## config.mk

```make
export PLATFORM = sky130hd
export DESIGN_NAME = sc_reg_lfsr
export DESIGN_NICKNAME = d
export VERILOG_FILES = /design/src/rtl/sc_reg_lfsr_pkg.sv /design/src/rtl/sc_lfsr_next.sv /design/src/rtl/sc_reg_lfsr.sv
export SDC_FILE = /design/constraint.sdc
export NUM_CORES = 1
export LEC_CHECK = 0
export CAP_MARGIN = 30
export CORE_ASPECT_RATIO = 0.7
export CORE_MARGIN = 1
export CORE_UTILIZATION = 35
export DETAILED_ROUTE_END_ITERATION = 10
export GPL_TIMING_DRIVEN = 0
export MAX_ROUTING_LAYER = met4
export PLACE_DENSITY = 0.64
export SYNTH_ARGS = -nofsm -noshare
export SYNTH_HDL_FRONTEND = slang
export SYNTH_HIERARCHICAL = 1
export SYNTH_SLANG_ARGS = --single-unit
```

## constraint.sdc

```tcl
create_clock -name SC_RegLFSR_CLOCK_50 -period 1.7 [get_ports SC_RegLFSR_CLOCK_50]
set_clock_uncertainty 0.2 [all_clocks]
set_input_delay 0.255 -clock SC_RegLFSR_CLOCK_50 [delete_from_list [all_inputs] [get_ports SC_RegLFSR_CLOCK_50]]
set_output_delay 0.255 -clock SC_RegLFSR_CLOCK_50 [all_outputs]
set_load 0.1 [all_outputs]
```

## src/rtl/sc_reg_lfsr_pkg.sv

```systemverilog
// sc_reg_lfsr shared types and constants.
// FSM/mode encodings plus default LFSR constants.
package sc_reg_lfsr_pkg;

  typedef enum logic {
    ST_IDLE  = 1'b0,
    ST_BURST = 1'b1
  } lfsr_state_e;

  typedef enum logic {
    MODE_FIB = 1'b0,
    MODE_GAL = 1'b1
  } lfsr_mode_e;

  localparam logic [7:0]  TAPS_W8  = 8'hB8;
  localparam logic [7:0]  POLY_W8  = 8'h1D;
  localparam logic [7:0]  SEED_W8  = 8'h01;

  localparam logic [15:0] TAPS_W16 = 16'hB400;
  localparam logic [15:0] POLY_W16 = 16'h100B;
  localparam logic [15:0] SEED_W16 = 16'h0001;

  localparam logic [31:0] TAPS_W32 = 32'h8020_0003;
  localparam logic [31:0] POLY_W32 = 32'h0000_00C5;
  localparam logic [31:0] SEED_W32 = 32'h0000_0001;

endpackage

```

## src/rtl/sc_lfsr_next.sv

```systemverilog
// sc_lfsr_next: one LFSR step, Fibonacci or Galois.
// Pure combinational next-state function.
module sc_lfsr_next
  import sc_reg_lfsr_pkg::*;
#(
  parameter int         W    = 8,
  parameter logic [W-1:0] TAPS = 8'hB8,
  parameter logic [W-1:0] POLY = 8'h1D
) (
  input  logic [W-1:0] state_i,
  input  lfsr_mode_e   mode_i,
  output logic [W-1:0] next_o
);

  // select feedback structure by mode
  always_comb begin
    next_o = {state_i[W-2:0], ^(state_i & TAPS)};
    if (mode_i == MODE_GAL) begin
      next_o = {state_i[W-2:0], 1'b0}
             ^ ({W{state_i[W-1]}} & POLY);
    end
  end

endmodule

```

## src/rtl/sc_reg_lfsr.sv

```systemverilog
// sc_reg_lfsr: LFSR random source with step/run/burst.
// Holds the FSM, burst counter, seed reference and flags.
module sc_reg_lfsr
  import sc_reg_lfsr_pkg::*;
#(
  parameter int RegLFSR_DATAWIDTH = 8,
  parameter logic [RegLFSR_DATAWIDTH-1:0] RegLFSR_TAPS = 8'hB8,
  parameter logic [RegLFSR_DATAWIDTH-1:0] RegLFSR_POLY = 8'h1D,
  parameter logic [RegLFSR_DATAWIDTH-1:0] RegLFSR_SEED = 8'h01
) (
  input  logic                         SC_RegLFSR_CLOCK_50,
  input  logic                         SC_RegLFSR_RESET_InLow,
  input  logic [RegLFSR_DATAWIDTH-1:0] SC_RegLFSR_seed_InBUS,
  input  logic                         SC_RegLFSR_load_In,
  input  logic                         SC_RegLFSR_mode_In,
  input  logic                         SC_RegLFSR_step_In,
  input  logic                         SC_RegLFSR_run_In,
  input  logic                         SC_RegLFSR_burstStart_In,
  input  logic [7:0]                   SC_RegLFSR_burstLen_InBUS,
  output logic [RegLFSR_DATAWIDTH-1:0] SC_RegLFSR_data_OutBUS,
  output logic                         SC_RegLFSR_valid_Out,
  output logic                         SC_RegLFSR_busy_Out,
  output logic                         SC_RegLFSR_done_Out,
  output logic                         SC_RegLFSR_zeroSeed_Out,
  output logic                         SC_RegLFSR_period_Out
);

  localparam int W = RegLFSR_DATAWIDTH;

  lfsr_state_e fsm_q, fsm_d;
  lfsr_mode_e  mode_q, mode_d;
  logic [W-1:0] data_q, data_d;
  logic [W-1:0] ref_q, ref_d;
  logic [W-1:0] next_w;
  logic [W-1:0] load_val;
  logic [7:0]   cnt_q, cnt_d;
  logic valid_q, valid_d;
  logic done_q, done_d;
  logic zero_q, zero_d;
  logic period_q, period_d;
  logic do_step;

  sc_lfsr_next #(
    .W    (W),
    .TAPS (RegLFSR_TAPS),
    .POLY (RegLFSR_POLY)
  ) u_next (
    .state_i (data_q),
    .mode_i  (mode_q),
    .next_o  (next_w)
  );

  // FSM, load/step decisions and flag next-values
  always_comb begin
    fsm_d    = fsm_q;
    mode_d   = mode_q;
    data_d   = data_q;
    ref_d    = ref_q;
    cnt_d    = cnt_q;
    zero_d   = zero_q;
    done_d   = 1'b0;
    do_step  = 1'b0;
    load_val = SC_RegLFSR_seed_InBUS;
    if (SC_RegLFSR_seed_InBUS == '0) begin
      load_val = RegLFSR_SEED;
    end
    if (SC_RegLFSR_load_In) begin
      fsm_d  = ST_IDLE;
      cnt_d  = 8'd0;
      data_d = load_val;
      ref_d  = load_val;
      mode_d = lfsr_mode_e'(SC_RegLFSR_mode_In);
      zero_d = (SC_RegLFSR_seed_InBUS == '0);
    end else begin
      unique case (fsm_q)
        ST_IDLE: begin
          if (SC_RegLFSR_burstStart_In) begin
            cnt_d = SC_RegLFSR_burstLen_InBUS;
            if (SC_RegLFSR_burstLen_InBUS == 8'd0) begin
              done_d = 1'b1;
            end else begin
              fsm_d = ST_BURST;
            end
          end else if (SC_RegLFSR_step_In || SC_RegLFSR_run_In) begin
            do_step = 1'b1;
          end
        end
        ST_BURST: begin
          do_step = 1'b1;
          cnt_d   = cnt_q - 8'd1;
          if (cnt_q == 8'd1) begin
            fsm_d  = ST_IDLE;
            done_d = 1'b1;
          end
        end
        default: fsm_d = ST_IDLE;
      endcase
    end
    if (do_step) begin
      data_d = next_w;
    end
    valid_d  = do_step;
    period_d = do_step && (next_w == ref_q);
  end

  // state and flag registers, async active-low reset
  always_ff @(posedge SC_RegLFSR_CLOCK_50 or negedge SC_RegLFSR_RESET_InLow) begin
    if (!SC_RegLFSR_RESET_InLow) begin
      fsm_q    <= ST_IDLE;
      mode_q   <= MODE_FIB;
      data_q   <= RegLFSR_SEED;
      ref_q    <= RegLFSR_SEED;
      cnt_q    <= 8'd0;
      valid_q  <= 1'b0;
      done_q   <= 1'b0;
      zero_q   <= 1'b0;
      period_q <= 1'b0;
    end else begin
      fsm_q    <= fsm_d;
      mode_q   <= mode_d;
      data_q   <= data_d;
      ref_q    <= ref_d;
      cnt_q    <= cnt_d;
      valid_q  <= valid_d;
      done_q   <= done_d;
      zero_q   <= zero_d;
      period_q <= period_d;
    end
  end

  assign SC_RegLFSR_data_OutBUS  = data_q;
  assign SC_RegLFSR_valid_Out    = valid_q;
  assign SC_RegLFSR_busy_Out     = (fsm_q == ST_BURST);
  assign SC_RegLFSR_done_Out     = done_q;
  assign SC_RegLFSR_zeroSeed_Out = zero_q;
  assign SC_RegLFSR_period_Out   = period_q;

endmodule

```

==> impl_metrics.csv, run 1 <==
group,metric,value,unit
outcome,result_of_the_run,"finished, violations left",
outcome,violations_in_the_final_reports,"design-rule violations, negative setup slack",
synth,syn_avg_cell_area,10.4,um^2
setup_path,cp_top_family,"XOR/XNOR gates",
synth,netlist_instances,160,
timing,post-route-min-period,2.00,ns
global_route,grt_pass1_vias,1585,
synth,synthDistinctLibCells,41,
floorplan,core,4450,um^2
setup_path,worstPathCellList,"xnor3_1, nor2_1, xor2_1, xnor2_1, nand4_1, nor4_2",
detailed_routing,drt-wirelength-per-cell,17.5,um
clock_network,tritoncts,"yes",
setup_path,startpoint_type,"flop",
timing,final_min_period_over_clock_period,118,%
setup_path,worstPathArrival,1.98,ns
setup_path,reg2reg_from,"SC_RegLFSR_data_OutBUS[5]$_DFFE_PN0P_",
global_route,grt_start_max_net_pins,18,
setup_path,setup.worst_path.class,"flop to flop",
synth,synthesis.yosys.warnings,6,
floorplan,chipWidth,84.6,um
synth,most_numerous_cell_in_the_yosys_netlist,"sky130_fd_sc_hd__dfrtp_1",
timing,setup_slack,-0.301,ns
synth,flop_and_latch_count_out_of_synthesis,30,
clock_network,cts_hold_repair.buffers,0,
hold_path,type_of_the_most_critical_hold_path,"input pin to async pin",
job,timing.max_cap.violations,0,
synth,synth.area.top_cells,"sky130_fd_sc_hd__dfrtp_1, sky130_fd_sc_hd__mux2_2, sky130_fd_sc_hd__xnor2_1, sky130_fd_sc_hd__o21ai_0, sky130_fd_sc_hd__dfstp_2",
detailed_routing,drt_wl_total,4.69,mm
setup_path,critical_path.reg2reg.endpoint,"SC_RegLFSR_period_Out$_DFF_PN0_",
placed_design,post-dp-hpwl,3.23,mm
clock_network,cts-htree-levels,2,
floorplan,placement_rows,20,
pwr,comb_power_share,35.9,%
pwr,peakVddDrop,0.498,mV
clock_network,clock_insertion_delay_worst_skew,0.28,ns
floorplan,floorplan.io_pins,36,
setup_path,path_buf_inv,0,
timing,report.final.slew_viol_count,0,
setup_path,ff2ff_setup_slack,-0.30,ns
synth,async_flop_share,100,%
synth,synth.yosys.seq_area_share,45.1,%
clock_network,cts-root-to-sink-buffers,2,
detailed_routing,drtIter0Drc,72,
pwr,power.switching_fraction,36.0,%
synth,netlist_top_cells_count,"sky130_fd_sc_hd__dfrtp_1, sky130_fd_sc_hd__xnor2_1, sky130_fd_sc_hd__mux2_2, sky130_fd_sc_hd__o21ai_0",
timing,grt_setup_unrepaired,"true",
detailed_routing,vias,1517,
pwr,power-per-cell-area,1060,nW/um^2
timing,tightestPinTransition,0.766,ns
setup_path,cpMaxStageDelayCell,"sky130_fd_sc_hd__dfrtp_4",
final_layout,fillCellCount,402,
final_layout,ant_cells,0,
setup_path,wp_data_required,1.68,ns
timing,setup_tns,-0.428,ns
global_route,globalRouteTotalUtil,21.1,%
pwr,power.share.sequential,35.3,%
clock_network,cts.clk_slew.worst_paths,0.07,ns
floorplan,die_h,59.8,um
synth,synth_edf_count,0,
synth,synth_nets,185,
placed_design,numPortBuffers,34,
setup_path,critPathCaptureType,"flop",
timing,timing.max_slew.rel_slack,48.8,%
setup_path,timing.critical_path.slowest_cell_delay,0.48,ns
synth,synth_top_area_cell,"sky130_fd_sc_hd__dfrtp_1",
detailed_routing,route.antenna.remaining_nets,0,
detailed_routing,drt-vias-per-instance,5.66,
timing,fmaxAchievable,500,MHz
pwr,leakage,0.000965,uW
setup_path,worst-r2r-cell-count,6,
floorplan,design.die.area,5060,um^2
clock_network,cts_inserted_buffers,5,
final_layout,post_route_cells_drive_above_1_share,32.9,%
setup_path,critical_path.max_fanout,2,
detailed_routing,drt_first_pass_iters,9,
pwr,finalPower,2480,uW
detailed_routing,route.detailed.drc,4,
global_route,grt_first_pass_wirelength,7.76,mm
final_layout,finalNetCount,237,
global_route,grt_overflow,0,
placed_design,final_estimated_routing_congestion_in_global_placement,0.795,
pwr,net-switching-power,893,uW
floorplan,start_util,37.5,%
global_route,antenna_found_initial,0,
pwr,power.clock.fraction,28.8,%
clock_network,clkSinkCount,30,
final_layout,flow.area_growth_from_synthesis,40.2,%
timing,report.final.hold_viol_count,0,
synth,synth_flop_cell,"sky130_fd_sc_hd__dfrtp_1",
pwr,cell_internal_pwr,1590,uW
synth,synth_top_cell_area_share,41.9,%
clock_network,root_buffer,"sky130_fd_sc_hd__clkbuf_8",
timing,total_setup_violations_reported_at_the_end_of_the_flow,4,
synth,synth_area,1670,um^2
flip-flops by register name, indices dropped and copies added, names as in the netlist:
register and cells:
SC_RegLFSR_data_OutBUS 8, cnt_q 8, ref_q 8, SC_RegLFSR_busy_Out 1, SC_RegLFSR_done_Out 1, SC_RegLFSR_period_Out 1, SC_RegLFSR_valid_Out 1, SC_RegLFSR_zeroSeed_Out 1
mode_q 1
how the worst max path moves through the flow:
stage                     cells after the start                                  start                               endpoint  slack, ns
after floorplan                               6  SC_RegLFSR_data_OutBUS[5]$_DFFE_PN0P_        SC_RegLFSR_period_Out$_DFF_PN0_      -0.33
after global placement                        1                 SC_RegLFSR_RESET_InLow  SC_RegLFSR_data_OutBUS[5]$_DFFE_PN0P_      -0.58
after detailed placement                      1  SC_RegLFSR_data_OutBUS[0]$_DFFE_PN1P_              SC_RegLFSR_data_OutBUS[0]      -0.40
after CTS                                     6  SC_RegLFSR_data_OutBUS[5]$_DFFE_PN0P_        SC_RegLFSR_period_Out$_DFF_PN0_      -0.27
after global routing                          6  SC_RegLFSR_data_OutBUS[5]$_DFFE_PN0P_        SC_RegLFSR_period_Out$_DFF_PN0_      -0.47
final                                         6  SC_RegLFSR_data_OutBUS[5]$_DFFE_PN0P_        SC_RegLFSR_period_Out$_DFF_PN0_      -0.30
layer usage:
metal | global-route usage [%] | wire length (um) | vias to the layer above
met2 | 35.0 | 2270 | 57
met5 | - | 0 | -
met4 | 5.81 | 24 | 0
met3 | 4.70 | 229 | 3
met1 | 26.4 | 2160 | 766
li1 | - | - | 691
through the flow:
step | setup WS, ns | std cells | instance area, um^2 | hold slack, ns | util (%)
after floorplan | -0.331 | 160 | 1680 | -0.241 | -
after global placement | -0.575 | 249 | 2090 | 0.273 | 46.9
after detailed placement | -0.405 | 250 | 2120 | 0.295 | 47.6
after CTS | -0.274 | 267 | 2310 | 0.227 | 51.9
after global routing | -0.466 | 268 | 2340 | 0.248 | 52.6
final | -0.301 | 268 | 2340 | 0.220 | 52.6
layout by cell type (no fill, tap or decap), types with 3 or more instances in the layout:
master                            count
sky130_fd_sc_hd__clkdlybuf4s50_1     21
sky130_fd_sc_hd__o21ai_0             12
sky130_fd_sc_hd__dfrtp_2              4
sky130_fd_sc_hd__nand2_1              4
sky130_fd_sc_hd__clkdlybuf4s15_2      4
sky130_fd_sc_hd__nor2_1               8
sky130_fd_sc_hd__buf_2                6
sky130_fd_sc_hd__dfrtp_1             22
sky130_fd_sc_hd__clkbuf_1             6
sky130_fd_sc_hd__a2bb2oi_1            6
sky130_fd_sc_hd__nor4_1               3
sky130_fd_sc_hd__a31oi_1              8
sky130_fd_sc_hd__inv_1                6
sky130_fd_sc_hd__nand4_1              4
sky130_fd_sc_hd__buf_4               16
sky130_fd_sc_hd__xnor2_1             13
sky130_fd_sc_hd__clkbuf_8             5
sky130_fd_sc_hd__a211oi_1             4
sky130_fd_sc_hd__a21oi_1              4
sky130_fd_sc_hd__mux2_2              12
cell families after synthesis:
| group | synth area share [%] |
|---|---|
| DFF | 45.1 |
| adders and majority gates | 1.50 |
| xor gates and xnor gates | 9.21 |
| AOI/OAI and AO/OA | 18.5 |
| and+or+nand+nor | 10.9 |
| muxes | 9.29 |
| buffers and inverters | 5.47 |
power groups by stage:
stage / Combinational (uW) / Clock (uW) / Sequential, uW
floorplan: 342 / 0 / 1110
global placement: 782 / 0 / 891
detailed placement: 798 / 0 / 896
CTS: 866 / 728 / 874
global route: 947 / 770 / 884
finish: 890 / 714 / 875
final cells by class:
| type | instances | area, um^2 | area share [%] |
|---|---|---|---|
| inverters | 8 | 30.0 | 1.28 |
| repair buffers | 45 | 410 | 17.5 |
| clock inverters | 3 | 40.0 | 1.71 |
| flip-flops and latches | 30 | 766 | 32.7 |
| multi-input cells | 110 | 890 | 38.0 |
| well taps | 55 | 68.8 | 2.94 |
| clock buffers | 5 | 68.8 | 2.94 |
| plain buffers | 12 | 68.8 | 2.94 |
repair_timing:
action                                 4_1_cts  5_1_grt
endpoints found under the hold margin        0        0
setup endpoints to repair                   26       18
buffers inserted                             9        1
resized for setup                           66       13
pin swaps                                    6        2
Note: power is estimated with default switching activity, not from simulation.
==> inputs of run 2 (changes only) <==
--- a/config.mk
+++ b/config.mk
@@ -8,11 +8,11 @@
 export CAP_MARGIN = 30
 export CORE_ASPECT_RATIO = 0.7
 export CORE_MARGIN = 1
-export CORE_UTILIZATION = 35
+export CORE_UTILIZATION = 30
 export DETAILED_ROUTE_END_ITERATION = 10
 export GPL_TIMING_DRIVEN = 0
 export MAX_ROUTING_LAYER = met4
-export PLACE_DENSITY = 0.64
+export PLACE_DENSITY = 0.57
 export SYNTH_ARGS = -nofsm -noshare
 export SYNTH_HDL_FRONTEND = slang
 export SYNTH_HIERARCHICAL = 1
==> impl_metrics.csv, run 2 (synthesis gave the netlist of run 1 again) <==
group,metric,value,unit
outcome,result_of_the_run,"finished, violations left",
outcome,violations_in_the_final_reports,"negative setup slack",
pwr,peakVddDrop,0.476,mV
setup_path,setup.worst_path.class,"flop to flop",
clock_network,clock_insertion_delay_worst_skew,0.28,ns
timing,post-route-min-period,1.95,ns
placed_design,numPortBuffers,34,
floorplan,design.die.area,5880,um^2
timing,total_setup_violations_reported_at_the_end_of_the_flow,3,
floorplan,floorplan.io_pins,36,
timing,final_min_period_over_clock_period,115,%
timing,setup_slack,-0.250,ns
global_route,grt_overflow,0,
timing,timing.max_slew.rel_slack,53.0,%
floorplan,core,5310,um^2
timing,grt_setup_unrepaired,"true",
clock_network,cts_inserted_buffers,5,
timing,fmaxAchievable,513,MHz
clock_network,root_buffer,"sky130_fd_sc_hd__clkbuf_8",
final_layout,leading_cell_type_in_the_layout_fill_and_taps_excluded,"sky130_fd_sc_hd__dfrtp_1",
setup_path,ff2ff_setup_slack,-0.25,ns
final_layout,fin_util,43.7,%
setup_path,wp_data_required,1.68,ns
hold_path,whs_path_depth,2,
floorplan,die_h,64.4,um
clock_network,cts-htree-levels,2,
setup_path,timing.critical_path.slowest_cell_delay,0.47,ns
global_route,grt_first_pass_wirelength,7.36,mm
timing,fin_worst_hold_slack,0.240,ns
detailed_routing,drt-wirelength-per-cell,16.1,um
setup_path,worstPathCellList,"xnor3_1, nor2_1, xor2_1, xnor2_1, nand4_1, nor4_2",
placed_design,final_estimated_routing_congestion_in_global_placement,0.816,
setup_path,critPathCaptureType,"flop",
timing,report.final.hold_viol_count,0,
floorplan,placement_rows,22,
global_route,grt_start_max_net_pins,31,
final_layout,fillCellCount,527,
final_layout,final_cell_mix,"sky130_fd_sc_hd__dfrtp_1, sky130_fd_sc_hd__clkdlybuf4s50_1, sky130_fd_sc_hd__buf_4",
global_route,antenna_found_initial,0,
detailed_routing,route.antenna.remaining_nets,0,
detailed_routing,drt_first_pass_iters,4,
global_route,globalRouteTotalUtil,17.2,%
setup_path,worst_setup_path_startpoint,"SC_RegLFSR_data_OutBUS[5]$_DFFE_PN0P_",
pwr,finalPower,2320,uW
detailed_routing,drtIter0Drc,93,
detailed_routing,drt_wl_total,4.58,mm
setup_path,critical_path.reg2reg.endpoint,"SC_RegLFSR_period_Out$_DFF_PN0_",
final_layout,post_route_cells_drive_above_1_share,32.9,%
clock_network,cts-root-to-sink-buffers,2,
clock_network,cts.clk_slew.worst_paths,0.06,ns
setup_path,endpoint,"SC_RegLFSR_period_Out$_DFF_PN0_",
final_layout,finalNetCount,237,
setup_path,reg2reg_from,"SC_RegLFSR_data_OutBUS[5]$_DFFE_PN0P_",
setup_path,cpMaxStageDelayCell,"sky130_fd_sc_hd__dfrtp_4",
setup_path,startpoint_type,"flop",
placed_design,preCtsSetupSlack,-0.413,ns
timing,setup_tns,-0.352,ns
setup_path,critical_path.max_fanout,2,
timing,tightestPinTransition,0.705,ns
floorplan,start_util,31.4,%
floorplan,chipWidth,91.2,um
setup_path,worst-r2r-cell-count,6,
detailed_routing,drt-vias-per-instance,5.05,
global_route,grt_pass1_vias,1393,
detailed_routing,route.detailed.drc,0,
timing,report.final.slew_viol_count,0,
clock_network,tritoncts,"yes",
hold_path,type_of_the_most_critical_hold_path,"input pin to flop",
detailed_routing,vias,1440,
clock_network,clkSinkCount,30,
pwr,power-per-cell-area,997,nW/um^2
pwr,leakage,0.000938,uW
final_layout,ant_cells,0,
final_layout,flow.area_growth_from_synthesis,39.1,%
placed_design,post-dp-hpwl,3.08,mm
setup_path,worstPathArrival,1.93,ns
job,timing.max_cap.violations,0,
-- run 2: changes by cell type in the layout (fill, tap and decap cells not counted), sizes merged --
cell	change
buf	+1
clkinv	-2
dlygate4sd3	+1
clkdlybuf4s50	-1
bufinv	-1
clkbuf	+2
-- run 2: cell type report --
type                       instances  area [um^2]  area share, %
inverter                           8         30.0           1.29
multi-input combinational        110          900           38.7
tap                               72         90.1           3.88
buffer                            12         65.1           2.80
sequential                        30          767           33.0
clock buffer                       8         80.1           3.45
timing repair buffer              45          392           16.9
-- run 2: critical path: cells and delay by family (launching register included) --
kind,cells,cell delay [ns]
XOR/XNOR,3,0.77
AND/OR/NAND/NOR,3,0.41
flip-flops,1,0.47
-- run 2: worst min-delay path by stage --
stage | startpoint | to | slack, ns
after floorplan | SC_RegLFSR_RESET_InLow | SC_RegLFSR_busy_Out$_DFF_PN0_ | -0.24
after global placement | SC_RegLFSR_zeroSeed_Out$_DFFE_PN0P_ | SC_RegLFSR_zeroSeed_Out$_DFFE_PN0P_ | 0.29
after detailed placement | SC_RegLFSR_RESET_InLow | mode_q$_DFFE_PN0P_ | 0.14
after CTS | SC_RegLFSR_load_In | ref_q[1]$_DFFE_PN0P_ | 0.23
after global routing | SC_RegLFSR_load_In | mode_q$_DFFE_PN0P_ | 0.25
final | SC_RegLFSR_load_In | mode_q$_DFFE_PN0P_ | 0.24
-- run 2: where the power goes --
part	internal (uW)	switching (uW)	leakage (uW)	total (uW)
registers	801	80.7	0.000358	882
clock network	290	262	0.0000395	552
logic	353	529	0.000540	883
total	1440	872	0.000938	2320
-- run 2: metal layers --
layer,GRT usage [%],up-vias,share of wire [%]
met4,5.95,0,1.0
met3,4.23,5,6.3
met2,22.1,50,39
met1,25.7,690,54
met5,-,-,0
li1,-,695,-
-- run 2: timing repair --
action,CTS,global route
hold buffers,1,0
setup endpoints to repair,27,18
endpoints found under the hold margin,28,0
setup buffers,7,3
pin swaps,6,4
resized for setup,67,15
-- run 2: through the flow --
step	area, um^2	cells
after floorplan	1680	160
after global placement	2110	266
after detailed placement	2110	266
after CTS	2290	282
after global routing	2320	285
final	2320	285
==> edit 1: new RTL, flow settings as in run 1 <==
Set the parameter `RegLFSR_DATAWIDTH` to 9 (it was 8).
--- a/src/rtl/sc_reg_lfsr.sv
+++ b/src/rtl/sc_reg_lfsr.sv
@@ -4,5 +4,5 @@
   import sc_reg_lfsr_pkg::*;
 #(
-  parameter int RegLFSR_DATAWIDTH = 8,
+  parameter int RegLFSR_DATAWIDTH = 9,
   parameter logic [RegLFSR_DATAWIDTH-1:0] RegLFSR_TAPS = 8'hB8,
   parameter logic [RegLFSR_DATAWIDTH-1:0] RegLFSR_POLY = 8'h1D,
Interface: changed (resized SC_RegLFSR_data_OutBUS and SC_RegLFSR_seed_InBUS); port bits go from 36 to 38. No check against the original RTL was run, so the function may have changed too.
==> edit 1 against run 1 <==
The run ends with negative setup slack left. Critical path depth is 2 lower. Via count down 6.7%. Global-route usage down 2.9 points. Die area up 4.4%. Total power is 2.6% lower. Routed wire length down 9.6%. Final area rose by 3.2%. Sequential cell count increased by 2. Synthesized area up 4.5%. Worst hold slack better by 0.091 ns. Setup slack gained 0.016 ns. Largest cell class unchanged.
==> edit 1: results (changes against run 1) <==
| Metric | Value |
|---|---|
| Status | finished with violations |
| Failing checks | negative setup slack |
| Reg2reg start | cnt_q[6]$_DFFE_PN0P_ |
| Library cells used by synthesis | 32 (-22%) |
| Top layer reached by signal wires | met3 |
| Post-Route WL | 4240 um (-9.6%) |
| WL met1 | 2200 um (+1.8%) |
| Comb_multi_in | 126 (+15%) |
| 1st-iter DRT viols | 46 (-36%) |
| Met2 WL | 1920 um (-15%) |
| Multi-input gate area | 918 um2 (+3.2%) |
| Crit-path slowest cell | or4_4 |
| Mapped Nets | 202 (+9.2%) |
| Final worst slack | -0.285 ns (+0.0161 ns) |
| Largest net degree at the start of global routing | 33 (+15) |
| P_leak | 0.975 nW (+1.1%) |
| First-pass GRT wire length | 6960 um (-10%) |
| DR vias | 1415 (-6.7%) |
| Repair and plain buffers | 58 (+1.8%) |
| Launch point of the worst path | cnt_q[6]$_DFFE_PN0P_ |
| GR Util All Layers | 18.2% (-2.9 points) |
| Top post-synthesis cells by area | dfrtp_1, xnor2_1, a21oi_1, a211oi_1, mux2_2 |
| Slowest stage delay, CP | 0.56 ns (+0.08 ns) |
| Sequential-to-total area share from yosys stat | 46.0% (+0.93 points) |
| Seq/total area | 34.1% (+1.4 points) |
| GR Layer Usage met1 | 25.4% (-1.0 points) |
| Avg Vias per Cell | 4.76 (-16%) |
| TritonRoute pass-1 iters | 6 (-3) |
| Number of synthesized register bits | 32 (+6.7%) |
| Setup violators final | 4 (unchanged) |
| Hold WS | 0.311 ns (+0.0908 ns) |
| Post-CTS Setup Bufs | 5 (-4) |
| Average size of a mapped cell | 9.92 um2 (-5.0%) |
| Register Area | 825 um2 (+7.7%) |
| CP Max Fanout | 3 (+1) |
| Share of cells above drive strength 1 | 30.3% (-2.6 points) |
| Port Buffers | 37 (+8.8%) |
| Worst EP arrival | 1.93 ns (-0.05 ns) |
| Core Rows | 21 (+5.0%) |
| Clock Network Area Fraction | 3.73% (-0.92 points) |
| Worst Tran Pin Value | 0.713 ns (-0.0533 ns) |
| Data buffer area share | 19.9% (-0.52 points) |
| Post-CTS Hold Buffers | 1 (+1) |
| DP Cell Count | 282 (+13%) |
-- edit 1: logic make-up (layout without fill, tap and decap cells) --
family,after synthesis,after routing,synth area share [%]
mux,9,9,5.81
compound gates,44,44,15.8
buf+inv,18,70,4.95
simple gates,51,51,15.9
xor+xnor,20,20,10.0
fa+ha+maj,2,2,1.43
flops,32,32,46.0
-- edit 1: where the power goes --
group          switching, mW  internal (mW)
Sequential            0.0733          0.856
Clock                  0.254          0.330
Combinational          0.544          0.358
Total                  0.871           1.54
-- edit 1: critical path, delay by kind of cell, from the launching register on --
kind             cells  cell delay, ns
flip-flops           1            0.40
AO/OA/AOI/OAI        1            0.14
AND/OR/NAND/NOR      3            1.13
-- edit 1: metrics by stage --
| stage | setup TNS (ns) | setup WS (ns) |
|---|---|---|
| after CTS | -0.943 | -0.286 |
| after global routing | -1.24 | -0.320 |
| after floorplan | -0.705 | -0.208 |
| after detailed placement | -16.95 | -0.547 |
| after global placement | -32.02 | -0.684 |
| final | -0.951 | -0.285 |
==> edit 2: new RTL, config.mk and constraints of run 1 <==
Without the edit above. Add an input register stage for `SC_RegLFSR_seed_InBUS`, `SC_RegLFSR_load_In`, `SC_RegLFSR_mode_In`, `SC_RegLFSR_step_In` and `SC_RegLFSR_run_In`; this delays them by one clock.
--- a/src/rtl/sc_reg_lfsr.sv
+++ b/src/rtl/sc_reg_lfsr.sv
@@ -27,4 +27,18 @@
 
   localparam int W = RegLFSR_DATAWIDTH;
+
+  logic [RegLFSR_DATAWIDTH-1:0] SC_RegLFSR_seed_InBUS_q;
+  logic SC_RegLFSR_load_In_q;
+  logic SC_RegLFSR_mode_In_q;
+  logic SC_RegLFSR_step_In_q;
+  logic SC_RegLFSR_run_In_q;
+
+  always_ff @(posedge SC_RegLFSR_CLOCK_50) begin
+    SC_RegLFSR_seed_InBUS_q <= SC_RegLFSR_seed_InBUS;
+    SC_RegLFSR_load_In_q    <= SC_RegLFSR_load_In;
+    SC_RegLFSR_mode_In_q    <= SC_RegLFSR_mode_In;
+    SC_RegLFSR_step_In_q    <= SC_RegLFSR_step_In;
+    SC_RegLFSR_run_In_q     <= SC_RegLFSR_run_In;
+  end
 
   lfsr_state_e fsm_q, fsm_d;
@@ -61,15 +75,15 @@
     done_d   = 1'b0;
     do_step  = 1'b0;
-    load_val = SC_RegLFSR_seed_InBUS;
-    if (SC_RegLFSR_seed_InBUS == '0) begin
+    load_val = SC_RegLFSR_seed_InBUS_q;
+    if (SC_RegLFSR_seed_InBUS_q == '0) begin
       load_val = RegLFSR_SEED;
     end
-    if (SC_RegLFSR_load_In) begin
+    if (SC_RegLFSR_load_In_q) begin
       fsm_d  = ST_IDLE;
       cnt_d  = 8'd0;
       data_d = load_val;
       ref_d  = load_val;
-      mode_d = lfsr_mode_e'(SC_RegLFSR_mode_In);
-      zero_d = (SC_RegLFSR_seed_InBUS == '0);
+      mode_d = lfsr_mode_e'(SC_RegLFSR_mode_In_q);
+      zero_d = (SC_RegLFSR_seed_InBUS_q == '0);
     end else begin
       unique case (fsm_q)
@@ -82,5 +96,5 @@
               fsm_d = ST_BURST;
             end
-          end else if (SC_RegLFSR_step_In || SC_RegLFSR_run_In) begin
+          end else if (SC_RegLFSR_step_In_q || SC_RegLFSR_run_In_q) begin
             do_step = 1'b1;
           end
Formal check against the unedited RTL: not equivalent (a bounded check fails within 4 cycles, from zero or initial values and one cycle with SC_RegLFSR_RESET_InLow low).
==> edit 2 against run 1 <==
The flow finishes with violations (negative setup slack). Cell count up 12%. Count of clock-buffer cells in the layout up 1. Sequential share of layout area up 5.9 points. Sequential power up 35%. Total power up 11%. Routed wire length up 2.1%. Clock power down 5.0%. Final area up 11%. Synthesized area up 14%. Setup slack better by 0.14 ns. Sequential cell count up 12. Combinational power down 0.7%. Critical endpoint unchanged. Largest cell class is now sequential cells. Highest routed layer unchanged.
==> edit 2: results (changes against run 1) <==
| Metric | Value |
|---|---|
| Min-Delay Path Class | in2reg |
| Share of cells above drive strength 1 | 32.8% (-0.11 points) |
| Data buffer area share | 19.2% (-1.3 points) |
| Avg WL per Cell | 15.9 um (-9.1%) |
| Clock buffers | 6 (+1) |
| Post_cts resized | 72 (+9.1%) |
| GR Layer Usage met1 | 26.8% (+0.40 points) |
| Clock transition at the registers of the reported paths | 0.09 ns (+0.02 ns) |
| Clock Network Area Fraction | 3.65% (-1.0 points) |
| Comb power | 0.884 mW (-0.7%) |
| Register Area | 1010 um2 (+31%) |
| P_leak | 1.09 nW (+13%) |
| Fill count | 503 (+25%) |
| Top post-synthesis cells by area | dfrtp_1, dfxtp_1, mux2_2, xnor2_1, o21ai_0 |
| Synth Area in XOR/XNOR | 8.06% (-1.2 points) |
| Library cells used by synthesis | 42 (+2.4%) |
| GR Util All Layers | 17.9% (-3.2 points) |
| Mapped Nets | 197 (+6.5%) |
| Worst EP arrival | 1.87 ns (-0.11 ns) |
| Final worst slack | -0.164 ns (+0.137 ns) |
| Synth cell count leaders | dfrtp_1, xnor2_1, dfxtp_1, mux2_2, o21ai_0 |
| Failing checks | negative setup slack |
| Status | finished with violations |
| Number of synthesized register bits | 42 (+40%) |
| First-pass GRT wire length | 7740 um (-0.18%) |
| Met3 Use GR | 4.40% (-0.29 points) |
| Vias in the first global route | 1516 (-4.4%) |
| Largest net degree at the start of global routing | 31 (+13) |
| Post-CTS Hold Buffers | 1 (+1) |
| Setup violators final | 3 (-1) |
| Pwr/cell area | 1050 nW/um2 (-0.42%) |
| Post-CTS Setup Bufs | 13 (+4) |
| Mux cell area share after synthesis | 8.12% (-1.2 points) |
| Compound-Gate Fraction of Synth Area | 16.2% (-2.3 points) |
| DP Cell Count | 279 (+12%) |
| Rel. slew slack | 52.9% (+4.1 points) |
| Post-DP HPWL | 3120 um (-3.3%) |
| Placed cell area | 2360 um2 (+11%) |
| DR vias | 1567 (+3.3%) |
| 1st-iter DRT viols | 79 (+9.7%) |
| Clock network power share | 24.7% (-4.1 points) |
| Placer Congestion | 0.823 (+3.5%) |
| Met3 wire length | 298 um (+30%) |
| Final net count | 253 (+6.8%) |
| Switching pwr | 0.963 mW (+7.9%) |
edit 2: through the flow:
stage / setup TNS [ns] / util [%]
6_report: -0.276 / 49.6
2_1_floorplan: -3.71 / -
3_5_place_dp: -8.06 / 44.8
5_1_grt: -0.531 / 49.6
3_3_place_gp: -20.38 / 44.9
4_1_cts: -0.383 / 48.7
edit 2: final timing paths:
kind                                                              end  slack, ns  cells after the start
worst max-delay path                  SC_RegLFSR_period_Out$_DFF_PN0_      -0.16                      6
max in group asynchronous       SC_RegLFSR_data_OutBUS[4]$_DFFE_PN0P_       0.42                      2
worst min-delay path                     SC_RegLFSR_load_In_q$_DFF_P_       0.19                      1
worst min register to register    SC_RegLFSR_zeroSeed_Out$_DFFE_PN0P_       0.25                      1
min in group asynchronous                        ref_q[3]$_DFFE_PN0P_       0.35                      2
worst max register to register        SC_RegLFSR_period_Out$_DFF_PN0_      -0.16                      6
